`config.mk`:
```
export PLATFORM = sky130hd
export DESIGN_NAME = riscv_mem_arbiter
export DESIGN_NICKNAME = d
export VERILOG_FILES = /design/src/rtl/riscv_pkg.sv /design/src/rtl/riscv_mem_arbiter.sv
export SDC_FILE = /design/constraint.sdc
export NUM_CORES = 1
export LEC_CHECK = 0
export CELL_PAD_IN_SITES_DETAIL_PLACEMENT = 0
export CELL_PAD_IN_SITES_GLOBAL_PLACEMENT = 2
export CORE_AREA = 2 2 135 137
export CTS_BUF_LIST = sky130_fd_sc_hd__clkbuf_8
export CTS_CLUSTER_SIZE = 28
export DETAILED_ROUTE_END_ITERATION = 7
export DIE_AREA = 0 0 137 139
export PLACE_DENSITY_LB_ADDON = 0.1
export SETUP_SLACK_MARGIN = 0.2
export SLEW_MARGIN = 20
export SYNTH_ARGS = -nofsm -noshare
export SYNTH_HDL_FRONTEND = slang
export SYNTH_SLANG_ARGS = --single-unit
```
`constraint.sdc`:
```
create_clock -name clk_i -period 2.2 [get_ports clk_i]
set_input_delay 0.33 -clock clk_i [delete_from_list [all_inputs] [get_ports clk_i]]
set_output_delay 0.33 -clock clk_i [all_outputs]
set_load 0.01 [all_outputs]
```
`src/rtl/riscv_pkg.sv`:
```
`default_nettype none
// ============================================================================
//  Module      : riscv_pkg
//  Description : Shared types for the pipeline memory arbiter.
//  Revision    : 1.0 - initial release
// ============================================================================
package riscv_pkg;

    typedef enum logic {
        OWNER_IF = 1'b0,
        OWNER_D  = 1'b1
    } arb_owner_e;

    typedef enum logic {
        ARB_IDLE = 1'b0,
        ARB_BUSY = 1'b1
    } arb_state_e;

endpackage
`default_nettype wire

```
`src/rtl/riscv_mem_arbiter.sv`:
```
`default_nettype none
// ============================================================================
//  Module      : riscv_mem_arbiter
//  Description : Fetch/data arbiter for a single-port fixed-latency memory,
//                with bounded fetch starvation and flush-killed fetch replies.
//  Revision    : 1.0 - initial release
// ============================================================================
module riscv_mem_arbiter
    import riscv_pkg::*;
#(
    parameter int WORD_SIZE   = 32,
    parameter int MEM_LATENCY = 1,
    parameter int MAX_D_BURST = 4
) (
    input  logic                   clk_i,
    input  logic                   rst_ni,
    input  logic                   if_req_i,
    input  logic [WORD_SIZE-1:0]   if_addr_i,
    output logic                   if_gnt_o,
    output logic                   if_rvalid_o,
    output logic [WORD_SIZE-1:0]   if_rdata_o,
    input  logic                   d_req_i,
    input  logic                   d_we_i,
    input  logic [WORD_SIZE/8-1:0] d_be_i,
    input  logic [WORD_SIZE-1:0]   d_addr_i,
    input  logic [WORD_SIZE-1:0]   d_wdata_i,
    output logic                   d_gnt_o,
    output logic                   d_rvalid_o,
    output logic [WORD_SIZE-1:0]   d_rdata_o,
    input  logic                   flush_i,
    output logic                   mem_req_o,
    output logic                   mem_we_o,
    output logic [WORD_SIZE/8-1:0] mem_be_o,
    output logic [WORD_SIZE-1:0]   mem_addr_o,
    output logic [WORD_SIZE-1:0]   mem_wdata_o,
    input  logic [WORD_SIZE-1:0]   mem_rdata_i
);

    localparam int LAT_W   = $clog2(MEM_LATENCY + 1);
    localparam int BURST_W = $clog2(MAX_D_BURST + 1);
    localparam logic [LAT_W-1:0]   C_LAT_MAX   = LAT_W'(MEM_LATENCY);
    localparam logic [BURST_W-1:0] C_BURST_MAX = BURST_W'(MAX_D_BURST);

    arb_state_e         r_state,   w_state_nxt;
    arb_owner_e         r_owner,   w_owner_nxt;
    logic               r_we,      w_we_nxt;
    logic               r_kill,    w_kill_nxt;
    logic [LAT_W-1:0]   r_lat_cnt, w_lat_cnt_nxt;
    logic [BURST_W-1:0] r_d_cnt,   w_d_cnt_nxt;

    logic w_resp, w_can_grant, w_if_ok, w_if_pri, w_d_win, w_if_win;

    // Grants are gated by rst_ni so every output reads 0 while reset is held.
    assign w_resp      = (r_state == ARB_BUSY) && (r_lat_cnt == C_LAT_MAX);
    assign w_can_grant = rst_ni && ((r_state == ARB_IDLE) || w_resp);
    assign w_if_ok     = if_req_i && !flush_i;
    assign w_if_pri    = if_req_i && (r_d_cnt == C_BURST_MAX);
    assign w_d_win     = w_can_grant && d_req_i && !(w_if_pri && w_if_ok);
    assign w_if_win    = w_can_grant && w_if_ok && !w_d_win;

    assign if_gnt_o    = w_if_win;
    assign d_gnt_o     = w_d_win;
    assign mem_req_o   = w_d_win || w_if_win;
    assign mem_we_o    = w_d_win && d_we_i;
    assign mem_be_o    = w_d_win ? d_be_i    : (w_if_win ? '1 : '0);
    assign mem_addr_o  = w_d_win ? d_addr_i  : (w_if_win ? if_addr_i : '0);
    assign mem_wdata_o = w_d_win ? d_wdata_i : '0;

    assign if_rvalid_o = w_resp && (r_owner == OWNER_IF) && !r_kill && !flush_i;
    assign d_rvalid_o  = w_resp && (r_owner == OWNER_D);
    assign if_rdata_o  = if_rvalid_o ? mem_rdata_i : '0;
    assign d_rdata_o   = (d_rvalid_o && !r_we) ? mem_rdata_i : '0;

    always_comb begin
        w_state_nxt   = r_state;
        w_owner_nxt   = r_owner;
        w_we_nxt      = r_we;
        w_kill_nxt    = r_kill;
        w_lat_cnt_nxt = r_lat_cnt;
        w_d_cnt_nxt   = r_d_cnt;

        if (w_d_win || w_if_win) begin
            w_state_nxt   = ARB_BUSY;
            w_owner_nxt   = w_d_win ? OWNER_D : OWNER_IF;
            w_we_nxt      = w_d_win && d_we_i;
            w_kill_nxt    = 1'b0;
            w_lat_cnt_nxt = LAT_W'(1);
        end else if (w_resp) begin
            w_state_nxt = ARB_IDLE;
            w_kill_nxt  = 1'b0;
        end else if (r_state == ARB_BUSY) begin
            w_lat_cnt_nxt = r_lat_cnt + LAT_W'(1);
            if ((r_owner == OWNER_IF) && flush_i) begin
                w_kill_nxt = 1'b1;
            end
        end

        // Burst counter only tracks data grants taken while a fetch waits.
        if (!if_req_i || w_if_win) begin
            w_d_cnt_nxt = '0;
        end else if (w_d_win && (r_d_cnt != C_BURST_MAX)) begin
            w_d_cnt_nxt = r_d_cnt + BURST_W'(1);
        end
    end

    always_ff @(posedge clk_i or negedge rst_ni) begin
        if (!rst_ni) begin
            r_state   <= ARB_IDLE;
            r_owner   <= OWNER_IF;
            r_we      <= 1'b0;
            r_kill    <= 1'b0;
            r_lat_cnt <= '0;
            r_d_cnt   <= '0;
        end else begin
            r_state   <= w_state_nxt;
            r_owner   <= w_owner_nxt;
            r_we      <= w_we_nxt;
            r_kill    <= w_kill_nxt;
            r_lat_cnt <= w_lat_cnt_nxt;
            r_d_cnt   <= w_d_cnt_nxt;
        end
    end

endmodule
`default_nettype wire

```
---- Word level (Yosys, flattened, before mapping) ----
Index checks and enable logic that the tools add are counted.
storage, ports and cells
  flip-flop bits (word level) ............. 8
  bits of input ports ..................... 138
  output and inout bits ................... 138
  logic and storage cells ................. 65
cells by class
  $add $sub $neg .......................... 2
  eq/ne operators ......................... 3
  multiplexer cells ....................... 19
  bitwise operators ....................... 2
  reduce and logical (&&, ||, !) cells .... 33
operators by type and width
  kind                                          number
  2-to-1 mux 32 bit                             5
  logical AND 1 bit                             17
  2-to-1 mux 1 bit                              10
  2-to-1 mux 4 bit                              2
  logical NOT 1 bit                             6
  2-to-1 mux 3 bit                              2
  nonzero test 2 bit                            3
  nonzero test 3 bit                            2
  AND reduction 2 bit                           2
  adder 3 x 1 -> 3 bit (second input constant)  1
  equality test 3 bit (second input constant)   1
  logical OR 1 bit                              3
  != test 3 bit (second input constant)         1
  != test 2 bit (second input constant)         1
  NOT 1 bit                                     2
  adder 1 bit (second input constant)           1

---- Depth between registers and ports, before layout ----
  word-level depth ........................ 10
  gate-level depth with buffers ........... 7
  mapped depth without buffers ............ 5

---- Worst setup path after synthesis ----
OpenSTA, ideal clock, no wires.
  path kind ............................... reg-to-output
  start ................................... reg r_d_cnt[0]
  end ..................................... out mem_addr_o[10]
  arrival time ............................ 1.517 ns
  data required time ...................... 1.870 ns
  setup slack ............................. 0.353 ns
  cell stages (with the launch flop) ...... 8
  path buffers ............................ 2
  path through ............................ dfrtp_1 -> inv_1 -> ha_1 -> a21bo_2 -> buf_2 -> clkbuf_1 -> nand3_1 -> a21oi_1
on the way
  longest elaborated chain between the ends .. 9
ends and longest elaborated chain
  what                    line                      text
  from (decl)             riscv_mem_arbiter.sv:49   logic [BURST_W-1:0] r_d_cnt, w_d_cnt_nxt;
  from (signal assigned)  riscv_mem_arbiter.sv:120  r_d_cnt <= w_d_cnt_nxt;
  equality test 3 bit *   riscv_mem_arbiter.sv:57   assign w_if_pri = if_req_i && (r_d_cnt == C_BURST_MAX);
  logical AND 1 bit *     riscv_mem_arbiter.sv:57
  logical AND 1 bit *     riscv_mem_arbiter.sv:58   assign w_d_win = w_can_grant && d_req_i && !(w_if_pri && w_if_ok);
  logical NOT 1 bit *     riscv_mem_arbiter.sv:58
  logical AND 1 bit *     riscv_mem_arbiter.sv:58
  logical NOT 1 bit       riscv_mem_arbiter.sv:59   assign w_if_win = w_can_grant && w_if_ok && !w_d_win;
  logical AND 1 bit       riscv_mem_arbiter.sv:59
  2-to-1 mux 32 bit       riscv_mem_arbiter.sv:66   assign mem_addr_o = w_d_win ? d_addr_i : (w_if_win ? if_addr_i : '0);
  2-to-1 mux 32 bit *     riscv_mem_arbiter.sv:66
  to (decl)               riscv_mem_arbiter.sv:34   output logic [WORD_SIZE-1:0] mem_addr_o,
Mark *: on every way between the ends. The rest lies on a longest branch, timed or not.

---- Worst setup path in the final report ----
  start ................................... reg r_d_cnt[0]
  end ..................................... out mem_wdata_o[15]
on the way
  longest elaborated chain between the ends .. 6
ends and longest elaborated chain
  what                 line                     text
  equality test 3 bit  riscv_mem_arbiter.sv:57
  logical AND 1 bit    riscv_mem_arbiter.sv:57
  logical AND 1 bit    riscv_mem_arbiter.sv:58
  logical NOT 1 bit    riscv_mem_arbiter.sv:58
  logical AND 1 bit    riscv_mem_arbiter.sv:58
  2-to-1 mux 32 bit    riscv_mem_arbiter.sv:67  assign mem_wdata_o = w_d_win ? d_wdata_i : '0;
  to (decl)            riscv_mem_arbiter.sv:35  output logic [WORD_SIZE-1:0] mem_wdata_o,
Every way passes these cells.

==> summary.md <==
| Metric | Value |
|---|---|
| Worst Tran Pin Value | 0.3875 ns |
| Crit-path max cell delay | 0.38 ns |
| Layout cell share with drive strength beyond 1 | 55.81% |
| Hold_buf cts | 0 |
| H-tree depth reported by CTS | 1 |
| Post-Syn Instances | 283 |
| Core Region | 0.01766 mm2 |
| CP Data Arrival Time | 1.82 ns |
| Syn Std Cell Area | 0.001724 mm2 |
| Leading register cell type out of synthesis | dfrtp_1 |
| Worst skew pair latency | 0.23 ns |
| Max_cap viols | 0 |
| Skew final | 0.001521 ns |
| Max Buffers Root-to-Sink | 2 |
| Synth top area share | 35.20% |
| Min Hold Slack | 0.5338 ns |
| Row count | 49 |
| Vias in the first global route | 3,171 |
| Post-synth ARST share | 100.0% |
| Clock Sinks | 8 |
| CTS Buf Count | 3 |
| Die area | 0.01904 mm2 |
| Final slew viol count | 0 |
| I/O pins | 276 |
| Root Buffer | clkbuf_8 |
| Max Fanout on Critical Path | 4 |
| Slew HR | 73.94% |
| Initial antenna violation count | 1 |
| Synth area leaders | and2_1 (35%), nand3_1 (19%), dfrtp_1 (12%) |
| Startpoint Class | flop |
| Area of the multi-input gates | 0.002031 mm2 |
| Pre-Repair DR Iteration Count | 4 |
| #FFs+latches synth | 8 |
| Commonest cells post-synth | and2_1 (97), nand3_1 (66), a21oi_1 (36), clkbuf_1 (16), nand2_1 (10) |
| DR WL/cell | 17.06 um |
| DP HPWL | 9665 um |
| Worst min path class | input port to asynchronous set/reset pin |
| Area growth from synthesis to layout | 259.6% |
| Power Density | 207.8 mW/mm2 |
| Avg Cell Area, Syn | 6.092 um2 |
| Largest net degree at the start of global routing | 40 |
| CTS tree | built |
| CP cell instances | inv_2 > ha_4 > nand4b_1 > nor3b_4 > buf_6 > buf_12 > clkbuf_16 > and2_4 > buf_6 |
| Sequential share of the synthesized area | 11.61% |
| GRT Total Usage | 13.27% |
| Horiz. Die Dim | 137 um |
| Status | finished, final reports clean |
| Remaining global-route overflow | 0 |
| Routed vias/inst | 3.953 |
| Vias | 3,285 |
| Top cell type by total area after synthesis | and2_1 |
| Chip Height | 139 um |
| Gp weighted congestion | 0.7668 |
| Synth warnings | 0 |
| CP dominant cell by count | buf_6 |
| Starting density of the core | 9.765% |
| PortBufs | 275 |
| Max IR drop VDD | 0.1499 mV |
| Achievable frequency | 464.1 MHz |
| Pwr Total | 1.289 mW |
| DR iter-0 viols | 86 |
| Crit end category | output pin |
| Setup Viol. Count Final | 0 |
| Crit share post-route | 97.94% |
| Final Critical Period | 2.155 ns |
| Antenna-violating nets left | 0 |
| Clock slew at reported path FFs | 0.04 ns |
| FILL cells | 1,807 |
| Reg area | 201.4 um2 |
| First-pass GRT wire length | 19,420 um |
| EDFF count, synth | 0 |
| Final nets | 744 |
| Final wirelength | 14,180 um |
| Final Hold Fails | 0 |
| # DRC | 0 |
| N_diodes | 0 |
| Slowest cell on crit path | dfrtp_1 |
| Leak | 2.684 nW |
| Top-count cell post-synth | and2_1 |
| Worst Setup Path Type | flop to output pin |
| Netlist cell types | 29 |
| Syn Nets | 423 |
| RSZ-0062 raised after global routing | true |
| Req. time, crit path | 1.87 ns |
-- area by class of cell --
cell class	instances	area share [%]
multi-input cells	241	32.75
clock buffers	3	0.6660
flip-flops and latches	8	3.249
well taps	229	4.622
inverters	6	0.3633
repair buffers	344	58.35
-- worst paths after layout --
check,startpoint,end,slack [ns],depth (start not counted)
max in group asynchronous,rst_ni,r_state$_DFFE_PN0P_,1.50,3
min in group clk_i,r_we$_DFFE_PN0P_,r_we$_DFFE_PN0P_,0.57,1
min,rst_ni,r_state$_DFFE_PN0P_,0.53,3
max,r_d_cnt[0]$_DFFE_PN0P_,mem_wdata_o[15],0.05,9
max reg2reg,r_d_cnt[0]$_DFFE_PN0P_,r_we$_DFFE_PN0P_,0.47,8
min reg2reg,r_we$_DFFE_PN0P_,r_we$_DFFE_PN0P_,0.57,1
-- cell families (layout without fill, tap and decap cells) --
| group | after synthesis | count (layout) | synth area share, % |
|---|---|---|---|
| buffers and inverters | 34 | 353 | 7.910 |
| flip-flops | 8 | 8 | 11.61 |
| AO/OA/AOI/OAI | 49 | 49 | 15.60 |
| adder cells (fa/ha/maj) | 2 | 2 | 1.451 |
| AND/OR/NAND/NOR | 190 | 190 | 63.43 |
-- metrics by stage --
stage	setup TNS [ns]	cell area (um2)	std cells	setup WS [ns]	util, %
2_1_floorplan	0	1724	283	0.3527	-
3_3_place_gp	-24.07	4946	783	-0.2908	28.01
3_5_place_dp	-26.34	4946	783	-0.3102	28.01
4_1_cts	0	5218	812	0.02527	29.55
5_1_grt	-0.4147	6200	831	-0.05639	35.11
6_report	0	6200	831	0.04529	35.11
-- critical path, delay by kind of cell (launching register included) --
family	cells	cell delay [ns]
buffers and inverters	5	0.60
adders and majority gates	1	0.14
and+or+nand+nor	3	0.47
DFF	1	0.38
-- flip-flops by register name, summed over array words and instances (netlist names) --
register and count:
r_d_cnt 3, r_owner 1, r_we 1, r_kill 1, r_lat_cnt 1, r_state 1
-- placed cells by master (no fill, tap or decap), types with 2 or more instances in the layout --
cell type / n
clkbuf_16: 7
nand2_1: 8
and2_1: 32
clkbuf_8: 3
inv_2: 3
nand3_1: 24
buf_16: 8
nand2_8: 2
a31oi_1: 3
clkdlybuf4s15_1: 15
inv_1: 3
clkbuf_2: 15
buf_12: 12
a21oi_1: 9
buf_6: 83
nand3_2: 30
a21oi_2: 27
buf_2: 36
nand4_1: 2
and2_4: 65
buf_4: 23
dlygate4sd2_1: 8
o21ai_0: 4
nand3_4: 12
dfrtp_1: 7
nor2_1: 3
clkdlybuf4s50_1: 135
nor4_1: 2
-- metal layers --
metal / GRT usage, % / part of all wire, % / vias up
met5: 0 / 0.092 / -
met4: 2.713 / 1.4 / 2
met3: 3.289 / 8.3 / 12
met2: 25.92 / 55 / 166
met1: 14.02 / 35 / 1498
li1: - / - / 1607
-- where the power goes --
| part | leakage (nW) | internal (mW) | switching (mW) | total (mW) |
|---|---|---|---|---|
| Clock | 0.0216 | 0.119 | 0.0623 | 0.181 |
| Combinational | 2.56 | 0.578 | 0.365 | 0.943 |
| Sequential | 0.0977 | 0.156 | 0.00881 | 0.164 |
| Total | 2.68 | 0.853 | 0.436 | 1.29 |
-- repair_timing --
action / 4_1_cts / 5_1_grt
gates resized for setup: 392 / 364
buffers inserted: 17 / 12
setup endpoints to repair: 137 / 134
gates cloned: 9 / 7
pin swaps: 8 / 90
Note: power is estimated with default switching activity, not from simulation.
